--- config.mk ---
export PLATFORM = sky130hd
export DESIGN_NAME = decode_regfile
export DESIGN_NICKNAME = d
export VERILOG_FILES = /design/src/rtl/decode_regfile.sv
export SDC_FILE = /design/constraint.sdc
export NUM_CORES = 2
export LEC_CHECK = 0
export ABC_CLOCK_PERIOD_IN_PS = 3500
export BUFFER_PORTS_ARGS = -buffer_cell sky130_fd_sc_hd__buf_2
export CORE_ASPECT_RATIO = 1.4
export CORE_MARGIN = 2
export CORE_UTILIZATION = 25
export CTS_CLUSTER_DIAMETER = 40
export CTS_CLUSTER_SIZE = 30
export DETAILED_ROUTE_END_ITERATION = 8
export GPL_TIMING_DRIVEN = 1
export PLACE_DENSITY_LB_ADDON = 0.05
export SYNTH_ARGS = -nofsm -noshare
export SYNTH_HDL_FRONTEND = slang
export SYNTH_SLANG_ARGS = --single-unit
export TNS_END_PERCENT = 20
--- constraint.sdc ---
create_clock -name clk -period 3.5 [get_ports clk]
set_clock_uncertainty 0.15 [all_clocks]
set_input_delay 0.525 -clock clk [delete_from_list [all_inputs] [get_ports clk]]
set_output_delay 0.525 -clock clk [all_outputs]
set_load 0.05 [all_outputs]
--- src/rtl/decode_regfile.sv ---
// decode_regfile: RV32I register file with write-through bypass and pending-write scoreboard
module decode_regfile #(
  parameter int XLEN  = 32,
  parameter int NREGS = 32,
  localparam int AW   = $clog2(NREGS)
) (
  input  logic            clk,
  input  logic            rst,
  input  logic [AW-1:0]   A1,
  input  logic [AW-1:0]   A2,
  output logic [XLEN-1:0] RD1,
  output logic [XLEN-1:0] RD2,
  input  logic            RegWriteW,
  input  logic [AW-1:0]   RdW,
  input  logic [XLEN-1:0] ResultW,
  input  logic            IssueValid,
  input  logic [AW-1:0]   IssueRd,
  output logic            Busy1,
  output logic            Busy2
);
  logic [XLEN-1:0]  r_regs [NREGS];
  logic [NREGS-1:0] r_busy;
  logic             w_wr, w_iss, w_hit1, w_hit2;
  assign w_wr   = RegWriteW && RdW != '0;
  assign w_iss  = IssueValid && IssueRd != '0;
  assign w_hit1 = RegWriteW && RdW == A1;
  assign w_hit2 = RegWriteW && RdW == A2;
  // the issue update comes last so a same-edge set beats the retiring clear
  always_ff @(posedge clk) begin
    if (!rst) begin
      r_regs <= '{default: '0};
      r_busy <= '0;
    end else begin
      if (w_wr) begin
        r_regs[RdW] <= ResultW;
        r_busy[RdW] <= 1'b0;
      end
      if (w_iss) r_busy[IssueRd] <= 1'b1;
    end
  end
  always_comb begin
    RD1   = A1 == '0 ? '0 : w_hit1 ? ResultW : r_regs[A1];
    RD2   = A2 == '0 ? '0 : w_hit2 ? ResultW : r_regs[A2];
    Busy1 = A1 != '0 && r_busy[A1] && !w_hit1;
    Busy2 = A2 != '0 && r_busy[A2] && !w_hit2;
  end
endmodule

==> summary.txt <==
Final Util: 0.321
Sequential Power Share: 0.333
Clock root buffer: clkbuf_16
Initial antenna violation count: 29
Status: finished with violations
Reg-to-reg setup timing slack: 2.63 ns
Die height: 566 µm
Die X: 406 µm
Reg2reg path depth: 2
Final setup violation count: 1
GPL Wtd Cong: 0.837
RSZ-0062 raised after global routing: true
Worst setup margin: -0.00407 ns
Standby leakage power: 24.8 nW
Period utilisation layout: 1.00
Row count: 206
Kind of cell adding the most delay to the critical path: buffers and inverters
Critical Path Stages: 8
Post-synth EDFFs: 0
Final wirelength: 322 mm
WP buf/inv: 5
Vias per Instance: 5.31
Mapped Area: 56500 µm²
VDD IR-drop max: 339 µV
DR vias: 50591
Global route overflow: 0
Initial DRC count: 4273
Worst slew pin tran: 1.01 ns
Syn Nets: 6190
Worst hold margin: -0.00885 ns
Most used flip-flop cell after synthesis: dfxtp_1
Crit path max fanout: 27
Synth cell count leaders: nand2_1, dfxtp_1, a21boi_1, clkbuf_1, mux4_2
Share of the synthesized area in the top cell type: 0.374
Slew margin rel.: 0.325
Synth-to-Final Area Change: 27.9%
Clk sinks: 1056
Sw Share: 0.264
Yosys warns: 0
Post-layout nets: 6400
Vias in the first global route: 49615
Post-synth cell types: 59
Async SR Flop Fraction: 0
Finished Layout Cells: 9525
Cell count after placement: 9124
Largest net degree at the start of global routing: 102
DRC viols: 0
Clk slew on worst S/H paths: 0.06 ns
Synth top area cells: dfxtp_1, mux4_2, nand2_1, a21boi_1, mux2i_1
End of the worst register-to-register path: r_regs[532]$_SDFFE_PN0P_
Number of max-cap violations: 0
Power Internal: 27.0 mW
Num ports: 122
CTS buffer count: 207
WL/cell: 33.8 µm
Core Area: 225000 µm²
Placed inst area: 64600 µm²
Worst-case clock buffer depth: 4
Seq/Total Area, Yosys: 0.374
CP max stage cell: nor4b_2
H-tree depth: 4
Crit path from: A1[0]
CTS tree: done
CP Capture Type: primary output
Gr usage total: 0.274
CP Capture Point: RD1[25]
FF+latch count, synth: 1056
Switching pwr: 9.67 mW
Final hold violation count: 1
F_max: 285 MHz
Post-DP HPWL: 211 mm
Clk Latency, worst-skew pair: 0.84 ns
Global-route wire length before repair: 437 mm
HP Class: input port to register
Power density over the cells: 507 nW/µm²
Crit path cell chain: buf_8, buf_12, buf_16, nor4b_2, nor2_4, buf_12, a32o_1, buf_12
Violated checks: hold timing, setup timing
CP peak stage delay: 0.71 ns
Reg2Reg Launch Point: r_regs[532]$_SDFFE_PN0P_
Clock power frac: 0.568
Type of the worst setup path: input port to primary output
Post-Synthesis Cells: 6134
Average size of a mapped cell: 9.21 µm²
Fin crit period: 3.50 ns
Required @ worst endpoint: 2.82 ns
Share of layout cells above drive strength 1: 0.240
CP arrival: 2.83 ns
DIE AREA: 230000 µm²
Logic gate share of total power: 0.099
PortBufs: 121
Antenna-violating nets left: 0
Initial Util: 0.251
Post-synth top area cell: dfxtp_1
Critical Path Start Type: input port
Max-slew violations: 0
Fin area: 72200 µm²
Most Frequent Cell on Critical Path: buf_12
Drt first pass iters: 6
Cell with the most instances after synthesis: nand2_1
-- flip-flops by register name (all words and copies together) (netlist names) --
signal / flops
r_busy: 32
r_regs: 1024
-- repair_timing --
action,in CTS,in global routing
gates resized for setup,57,18
buffers inserted,8,1
endpoints found under the setup margin,30,27
pin swaps,9,2
hold endpoints to repair,166,0
hold buffers,20,0
cloned,0,1
-- per-stage QoR --
step / TNS, ns / setup WS (ns) / power [mW]
final: -0.00407 / -0.00407 / 36.6
after global routing: -0.263 / -0.0752 / 37.6
after CTS: -0.0706 / -0.0706 / 37.0
after detailed placement: -3.02 / -0.365 / 16.0
after global placement: -2.80 / -0.381 / 16.0
after floorplan: 0 / 0.0628 / 14.2
-- worst register-to-register path, stage by stage, from the launching register on --
cell and delay, ns:
dfxtp_1 0.41, nand2_1 0.08, a21boi_1 0.16
-- routing by layer --
layer / track usage / wire length [µm]
met5: 0 / 77
met4: 0.0976 / 12500
met1: 0.356 / 138000
met2: 0.461 / 155000
met3: 0.0391 / 17000
-- logic make-up after synthesis --
kind of cell              after synthesis  share of synthesized area
xor gates and xnor gates               10                    0.00155
and+or+nand+nor                      2289                      0.160
DFF                                  1056                      0.374
muxes                                 686                      0.219
buffers and inverters                 656                     0.0565
AOI/OAI and AO/OA                    1437                      0.189
-- cells in the final DEF (no fill, tap or decap), types with 95 or more instances in the layout --
master,synthesis,final
a21boi_0,308,308
a21boi_1,684,684
a22oi_1,101,95
buf_12,2,189
buf_4,41,378
clkbuf_16,0,209
dfxtp_1,1056,1050
mux2i_1,245,239
mux4_2,438,438
nand2_1,2086,2054
-- worst min-delay path by stage --
stage	to	depth (start not counted)	from	slack, ns
after CTS	r_regs[759]$_SDFFE_PN0P_	2	rst	0.002
after global placement	r_regs[98]$_SDFFE_PN0P_	2	r_regs[98]$_SDFFE_PN0P_	0.30
after floorplan	r_regs[992]$_SDFFE_PN0P_	1	r_regs[992]$_SDFFE_PN0P_	0.29
after global routing	r_regs[759]$_SDFFE_PN0P_	2	rst	0.01
after detailed placement	r_regs[436]$_SDFFE_PN0P_	2	r_regs[436]$_SDFFE_PN0P_	0.31
final	r_regs[695]$_SDFFE_PN0P_	2	rst	-0.009
-- power by group through the flow --
| stage | combinational [mW] | sequential (mW) | clock, mW |
|---|---|---|---|
| floorplan | 1.82 | 12.4 | 0 |
| global placement | 3.60 | 12.4 | 0 |
| detailed placement | 3.59 | 12.4 | 0 |
| CTS | 3.64 | 12.2 | 21.2 |
| global route | 3.76 | 12.2 | 21.6 |
| finish | 3.64 | 12.2 | 20.8 |
-- final cells by class --
class / count / area (µm²)
Inverter: 1 / 3.75
Timing Repair Buffer: 656 / 7370
Fill cell: 23307 / 153000
Multi-Input combinational cell: 4422 / 32800
Tap cell: 3016 / 3770
Clock buffer: 271 / 5820
Clock inverter: 98 / 1270
Antenna cell: 5 / 12.5
Sequential cell: 1056 / 21100
(Power assumes the default switching activity.)
